### src/rtl/fir_pkg.sv
// Shared types and helpers for the FIR result path.
//   float_class_e : 2-bit class tag carried alongside each single-precision word
//   fir_result_t  : 34-bit FIFO entry {class, word}
//   classify_f32  : class of an IEEE-754 single-precision word (sign ignored)
package fir_pkg;

    typedef enum logic [1:0] {
        FC_NORMAL = 2'b00,
        FC_ZERO   = 2'b01,
        FC_INF    = 2'b10,
        FC_NAN    = 2'b11
    } float_class_e;

    localparam logic [7:0] FP_EXP_MAX = 8'hFF;

    typedef struct packed {
        float_class_e cls;
        logic [31:0]  data;
    } fir_result_t;

    // Denormals are reported as zero: only the exponent field decides zero-ness.
    function automatic float_class_e classify_f32(input logic [31:0] word);
        logic [7:0]   exp_f;
        logic [22:0]  man_f;
        float_class_e cls;
        exp_f = word[30:23];
        man_f = word[22:0];
        if (exp_f == 8'h00) begin
            cls = FC_ZERO;
        end else if (exp_f == FP_EXP_MAX) begin
            cls = (man_f == 23'd0) ? FC_INF : FC_NAN;
        end else begin
            cls = FC_NORMAL;
        end
        return cls;
    endfunction

endpackage

### src/rtl/fir_sync_fifo.sv
// Single-clock show-ahead FIFO.
//   clk, rst (async, active-low), clr (sync clear)
//   push/wdata : write side; a push into a full FIFO is accepted only if a pop happens too
//   pop        : ignored while empty
//   rdata      : head entry, valid whenever empty=0
//   full/empty/level : occupancy, derived from pointers carrying an extra wrap bit
module fir_sync_fifo #(
    parameter int unsigned WIDTH = 34,
    parameter int unsigned DEPTH = 16
) (
    input  logic                       clk,
    input  logic                       rst,
    input  logic                       clr,
    input  logic                       push,
    input  logic [WIDTH-1:0]           wdata,
    input  logic                       pop,
    output logic [WIDTH-1:0]           rdata,
    output logic                       full,
    output logic                       empty,
    output logic [$clog2(DEPTH+1)-1:0] level
);

    localparam int unsigned AW = $clog2(DEPTH);
    localparam int unsigned LW = $clog2(DEPTH + 1);

    logic [WIDTH-1:0] mem [DEPTH];
    logic [AW:0]      wr_ptr_q, wr_ptr_d;
    logic [AW:0]      rd_ptr_q, rd_ptr_d;
    logic             do_push, do_pop;

    assign empty = (wr_ptr_q == rd_ptr_q);
    assign full  = (wr_ptr_q[AW] != rd_ptr_q[AW]) && (wr_ptr_q[AW-1:0] == rd_ptr_q[AW-1:0]);
    assign level = LW'(wr_ptr_q - rd_ptr_q);
    assign rdata = mem[rd_ptr_q[AW-1:0]];

    assign do_pop  = pop && !empty;
    // A pop on a full FIFO frees the slot being written this cycle.
    assign do_push = push && (!full || do_pop);

    always_comb begin
        wr_ptr_d = wr_ptr_q;
        rd_ptr_d = rd_ptr_q;
        if (clr) begin
            wr_ptr_d = '0;
            rd_ptr_d = '0;
        end else begin
            if (do_push) wr_ptr_d = wr_ptr_q + 1'b1;
            if (do_pop)  rd_ptr_d = rd_ptr_q + 1'b1;
        end
    end

    always_ff @(posedge clk or negedge rst) begin
        if (!rst) begin
            wr_ptr_q <= '0;
            rd_ptr_q <= '0;
        end else begin
            wr_ptr_q <= wr_ptr_d;
            rd_ptr_q <= rd_ptr_d;
        end
    end

    // Storage carries no reset; pointers alone define what is valid.
    always_ff @(posedge clk) begin
        if (do_push && !clr) begin
            mem[wr_ptr_q[AW-1:0]] <= wdata;
        end
    end

endmodule

### src/rtl/fir_result_collector.sv
// Downstream stage of the FIR filter: classifies each result word, buffers it for a
// valid/accept consumer and tracks the run against the expected sample count.
//   clk, rst (async, active-low), clr (sync clear, same effect as reset)
//   in_data/in_ready   : FIR result and its one-cycle ready pulse (no backpressure)
//   out_data/out_class : head of buffer and its class (zero while empty)
//   out_valid/out_accept : consumer handshake
//   rx_count : results seen, saturating at N_SAMPLES+1
//   level    : buffer occupancy
//   done     : exactly N_SAMPLES received and all drained
//   overflow : sticky, a result was dropped on a full buffer
//   extra_err: sticky, a result arrived after N_SAMPLES were counted
module fir_result_collector
    import fir_pkg::*;
#(
    parameter int unsigned DEPTH     = 16,
    parameter int unsigned N_SAMPLES = 10
) (
    input  logic                           clk,
    input  logic                           rst,
    input  logic                           clr,
    input  logic [31:0]                    in_data,
    input  logic                           in_ready,
    output logic [31:0]                    out_data,
    output logic [1:0]                     out_class,
    output logic                           out_valid,
    input  logic                           out_accept,
    output logic [$clog2(N_SAMPLES+2)-1:0] rx_count,
    output logic [$clog2(DEPTH+1)-1:0]     level,
    output logic                           done,
    output logic                           overflow,
    output logic                           extra_err
);

    localparam int unsigned CW = $clog2(N_SAMPLES + 2);
    localparam logic [CW-1:0] CntExp = CW'(N_SAMPLES);
    localparam logic [CW-1:0] CntSat = CW'(N_SAMPLES + 1);

    fir_result_t       in_entry, head;
    logic              fifo_full, fifo_empty;
    logic [CW-1:0]     rx_count_q, rx_count_d;
    logic              overflow_q, overflow_d;
    logic              extra_err_q, extra_err_d;

    assign in_entry.cls  = classify_f32(in_data);
    assign in_entry.data = in_data;

    fir_sync_fifo #(
        .WIDTH ($bits(fir_result_t)),
        .DEPTH (DEPTH)
    ) u_fifo (
        .clk   (clk),
        .rst   (rst),
        .clr   (clr),
        .push  (in_ready),
        .wdata (in_entry),
        .pop   (out_accept),
        .rdata (head),
        .full  (fifo_full),
        .empty (fifo_empty),
        .level (level)
    );

    always_comb begin
        rx_count_d  = rx_count_q;
        overflow_d  = overflow_q;
        extra_err_d = extra_err_q;
        if (clr) begin
            rx_count_d  = '0;
            overflow_d  = 1'b0;
            extra_err_d = 1'b0;
        end else if (in_ready) begin
            if (rx_count_q != CntSat) rx_count_d = rx_count_q + 1'b1;
            if (rx_count_q >= CntExp) extra_err_d = 1'b1;
            // Full implies non-empty, so out_accept alone decides whether a slot frees up.
            if (fifo_full && !out_accept) overflow_d = 1'b1;
        end
    end

    always_ff @(posedge clk or negedge rst) begin
        if (!rst) begin
            rx_count_q  <= '0;
            overflow_q  <= 1'b0;
            extra_err_q <= 1'b0;
        end else begin
            rx_count_q  <= rx_count_d;
            overflow_q  <= overflow_d;
            extra_err_q <= extra_err_d;
        end
    end

    // Head is masked while empty so stale storage never leaks to the consumer.
    assign out_valid = !fifo_empty;
    assign out_data  = fifo_empty ? 32'd0 : head.data;
    assign out_class = fifo_empty ? 2'b00 : head.cls;
    assign rx_count  = rx_count_q;
    assign done      = (rx_count_q == CntExp) && fifo_empty;
    assign overflow  = overflow_q;
    assign extra_err = extra_err_q;

endmodule

### config.mk
export PLATFORM = sky130hd
export DESIGN_NAME = fir_result_collector
export DESIGN_NICKNAME = d
export VERILOG_FILES = /design/src/rtl/fir_pkg.sv /design/src/rtl/fir_sync_fifo.sv /design/src/rtl/fir_result_collector.sv
export SDC_FILE = /design/constraint.sdc
export NUM_CORES = 1
export LEC_CHECK = 0
export ABC_AREA = 1
export CAP_MARGIN = 20
export CORE_ASPECT_RATIO = 1.1
export CORE_MARGIN = 10
export CORE_UTILIZATION = 30
export DETAILED_ROUTE_END_ITERATION = 8
export PLACE_DENSITY = 0.45
export RECOVER_POWER = 100
export SLEW_MARGIN = 5
export SYNTH_ARGS = -nofsm -noshare
export SYNTH_HDL_FRONTEND = slang
export SYNTH_SLANG_ARGS = --single-unit
### constraint.sdc
create_clock -name clk -period 4.9 [get_ports clk]
set_input_delay 0.49 -clock clk [delete_from_list [all_inputs] [get_ports clk]]
set_output_delay 0.49 -clock clk [all_outputs]
set_load 0.02 [all_outputs]
==> flow_summary.json <==
{
  "maxUsedRoutingLayer": "met4",
  "vdd_drop_max_uv": 266,
  "syn_nets": 2484,
  "yosys.area_share.simple_pct": 21.5,
  "h-tree-depth": 2,
  "cp_slowest_cell": "dfrtp_2",
  "synth_mux_area_share_pct": 0,
  "place.gp.congestion": 0.741,
  "synth_xor_xnor_area_share_pct": 0.322,
  "crit_path_frequent_cell": "inv_1",
  "clockRootBuffer": "clkbuf_16",
  "hold_class": "primary input to async pin",
  "grt_pass1_wl_mm": 100,
  "numCtsBuffers": 59,
  "clockBufferDepth": 3,
  "yosys-top-cells-count": "nand2_1, edfxtp_1, inv_1, nand3_1, buf_2",
  "final_cells": 3616,
  "worstMarginPinSlew_ns": 1.94,
  "route.detailed.drc": 0,
  "fillers": 8052,
  "crit_chain": "inv_1 -> ha_1 -> nand2_1 -> nor2_1 -> inv_1 -> nor2_4 -> buf_4 -> a21oi_1 -> dlygate4sd3_1",
  "ys_types": 25,
  "drt_first_iter_violations": 1099,
  "tns_ns": 0,
  "yosysWarnings": 0,
  "min_period_over_period_pct": 89.6,
  "drv_slew": 169,
  "grt_overflow": 0,
  "synth-edff-count": 544,
  "synthArstFlopShare_pct": 2.86,
  "wire_per_inst_um": 18.4,
  "synth_top_area_share_pct": 66.7,
  "rsz0062_at_grt": "false",
  "start_util_pct": 30.4,
  "final_layout_size_suffix_gt1_share_pct": 4.45,
  "fp.dieW_um": 293,
  "wl_mm": 66.5,
  "ioPinCount": 84,
  "coreArea_um2": 80700,
  "rows": 109,
  "timing_hold_violations_final": 0,
  "status": "finished, violations left",
  "grt_pass1_vias": 16200,
  "power_density_nw_per_um2": 393,
  "hold_slack_ns": 0.459,
  "die_area_um2": 93500,
  "grt_max_degree": 145,
  "cellLeakagePower_nw": 11.8,
  "avgSynthCellArea_um2": 10.1,
  "min_period_ns": 4.39,
  "finClkSkew_ns": 0.0126,
  "netlist_instances": 2435,
  "nNetsFinal": 2563,
  "synth_compound_area_share_pct": 1.01,
  "die_y_um": 320,
  "dp_hpwl_mm": 33.6,
  "fmax_mhz": 228,
  "cts_tree": "yes",
  "synth.most_common_cell": "nand2_1",
  "ys_seq_area_share_pct": 68.3,
  "io_buffer_count": 83,
  "cp-end-kind": "output pin",
  "clkTransAtPathRegs_ns": 0.06,
  "yosys_register_bits": 560,
  "cts_repair_resize_count": 0,
  "synth.largest_area_cell": "edfxtp_1",
  "m1WireLength_mm": 30.9,
  "synthAdderAreaFrac_pct": 0.643,
  "ant_nets": 0,
  "crit_type": "register to output pin",
  "grt_util_all_layers_pct": 13.9,
  "slowest_delay_ns": 0.67,
  "antenna_found_initial": 2,
  "synthesis.area_um2": 24500,
  "clk_latency_ns": 0.61,
  "synth_top_family_by_area": "simple AND/OR/NAND/NOR gates",
  "start_kind": "register",
  "netlist_top_cells_area": "edfxtp_1, nand2_1, nand3_1, inv_1, buf_2",
  "synth-main-ff-cell": "edfxtp_1",
  "arrival_ns": 3.90,
  "drtPass1Iterations": 4,
  "area_delta_synth_final_pct": 15.7,
  "violations": "capacitance limit, slew limit",
  "report.final.setup_viol": 0,
  "max_slew_margin_pct": -29.6,
  "place_inst": 3507,
  "crit_fanout": 17,
  "ctsHoldBuffers": 0,
  "vias_per_cell": 4.50,
  "required_ns": 4.41,
  "drv_cap": 9,
  "cts_setup_buffers": 0,
  "vias": 16300,
  "wl_met3_mm": 2.25,
  "wl_met2_mm": 32.0,
  "antennaDiodeCount": 0,
  "cts_sinks": 560
}
[cells in the final DEF, fill, tap and decap left out, drive strengths merged, types with 2 or more instances in the layout]
cell type,count
nand2,953
edfxtp,544
inv,397
nand3,295
clkbuf,117
dlygate4sd3,75
a21oi,40
nor2,33
clkinv,19
buf,19
dfrtp,16
ha,11
o21ai,8
xor2,8
clkdlybuf4s50,8
nor4,4
nor3,4
nand4,4
nand3b,2
[state kept, by name (all words and copies together), names as in the netlist]
signal	cells
overflow	1
u_fifo.rd_ptr_q	5
u_fifo.wr_ptr_q	5
rx_count	4
extra_err	1
u_fifo.mem	544
[logic make-up after synthesis]
kind of cell             count (synthesis)
XOR/XNOR                                 9
adder cells (fa/ha/maj)                 12
buffers and inverters                  508
AND/OR/NAND/NOR                       1297
AO/OA/AOI/OAI                           49
flip-flops                             560
[power by group]
part / switching, W / total [W] / internal, W / leakage, nW
Sequential: 0.0000499 / 0.00534 / 0.00529 / 5.14
Clock: 0.00180 / 0.00412 / 0.00232 / 0.846
Combinational: 0.00116 / 0.00170 / 0.000535 / 5.85
[layout make-up]
class | count | area, um2 | share of cell area (%)
Tap cell | 1054 | 1320 | 4.65
Clock inverter | 19 | 81.3 | 0.287
Sequential cell | 560 | 16700 | 59.0
Timing Repair Buffer | 129 | 1240 | 4.39
Clock buffer | 90 | 1670 | 5.87
Multi-Input combinational cell | 1367 | 5800 | 20.5
Inverter | 397 | 1500 | 5.29
[through the flow]
stage / worst slack (ns) / instance area [um2] / power, W / utilization [%]
2_1_floorplan: 0.433 / 24500 / 0.00650 / -
3_3_place_gp: 1.16 / 26800 / 0.00721 / 33.2
3_5_place_dp: 1.16 / 26800 / 0.00722 / 33.2
4_1_cts: 0.500 / 28600 / 0.0114 / 35.4
5_1_grt: 0.210 / 28400 / 0.0117 / 35.1
6_report: 0.509 / 28400 / 0.0112 / 35.1
[per-layer routing]
layer  global-route usage [%]  up-vias
met1                     18.3     7947
met5                        0        -
met4                     3.55        0
li1                         -     7961
met2                     23.9      278
met3                     1.82       81
[worst max-delay path: cells and delay by family, from the launching register on]
family,cells,cell delay (ns)
AO/OA/AOI/OAI,1,0.08
adder cells (fa/ha/maj),1,0.39
buffers and inverters,4,1.28
flip-flops,1,0.67
AND/OR/NAND/NOR,3,0.83
[worst paths after layout]
kind / startpoint / cells past startpoint / slack (ns) / end
max: u_fifo.rd_ptr_q[2] / 9 / 0.51 / out_data[24]
min in group clk: extra_err / 2 / 0.51 / extra_err
max in group asynchronous: rst / 1 / 3.78 / u_fifo.rd_ptr_q[0]
min reg2reg: extra_err / 2 / 0.51 / extra_err
min: rst / 1 / 0.46 / rx_count[0]
max reg2reg: u_fifo.rd_ptr_q[0] / 9 / 0.58 / u_fifo.mem[0][23]
No activity file was read; power rests on OpenSTA's default activity.
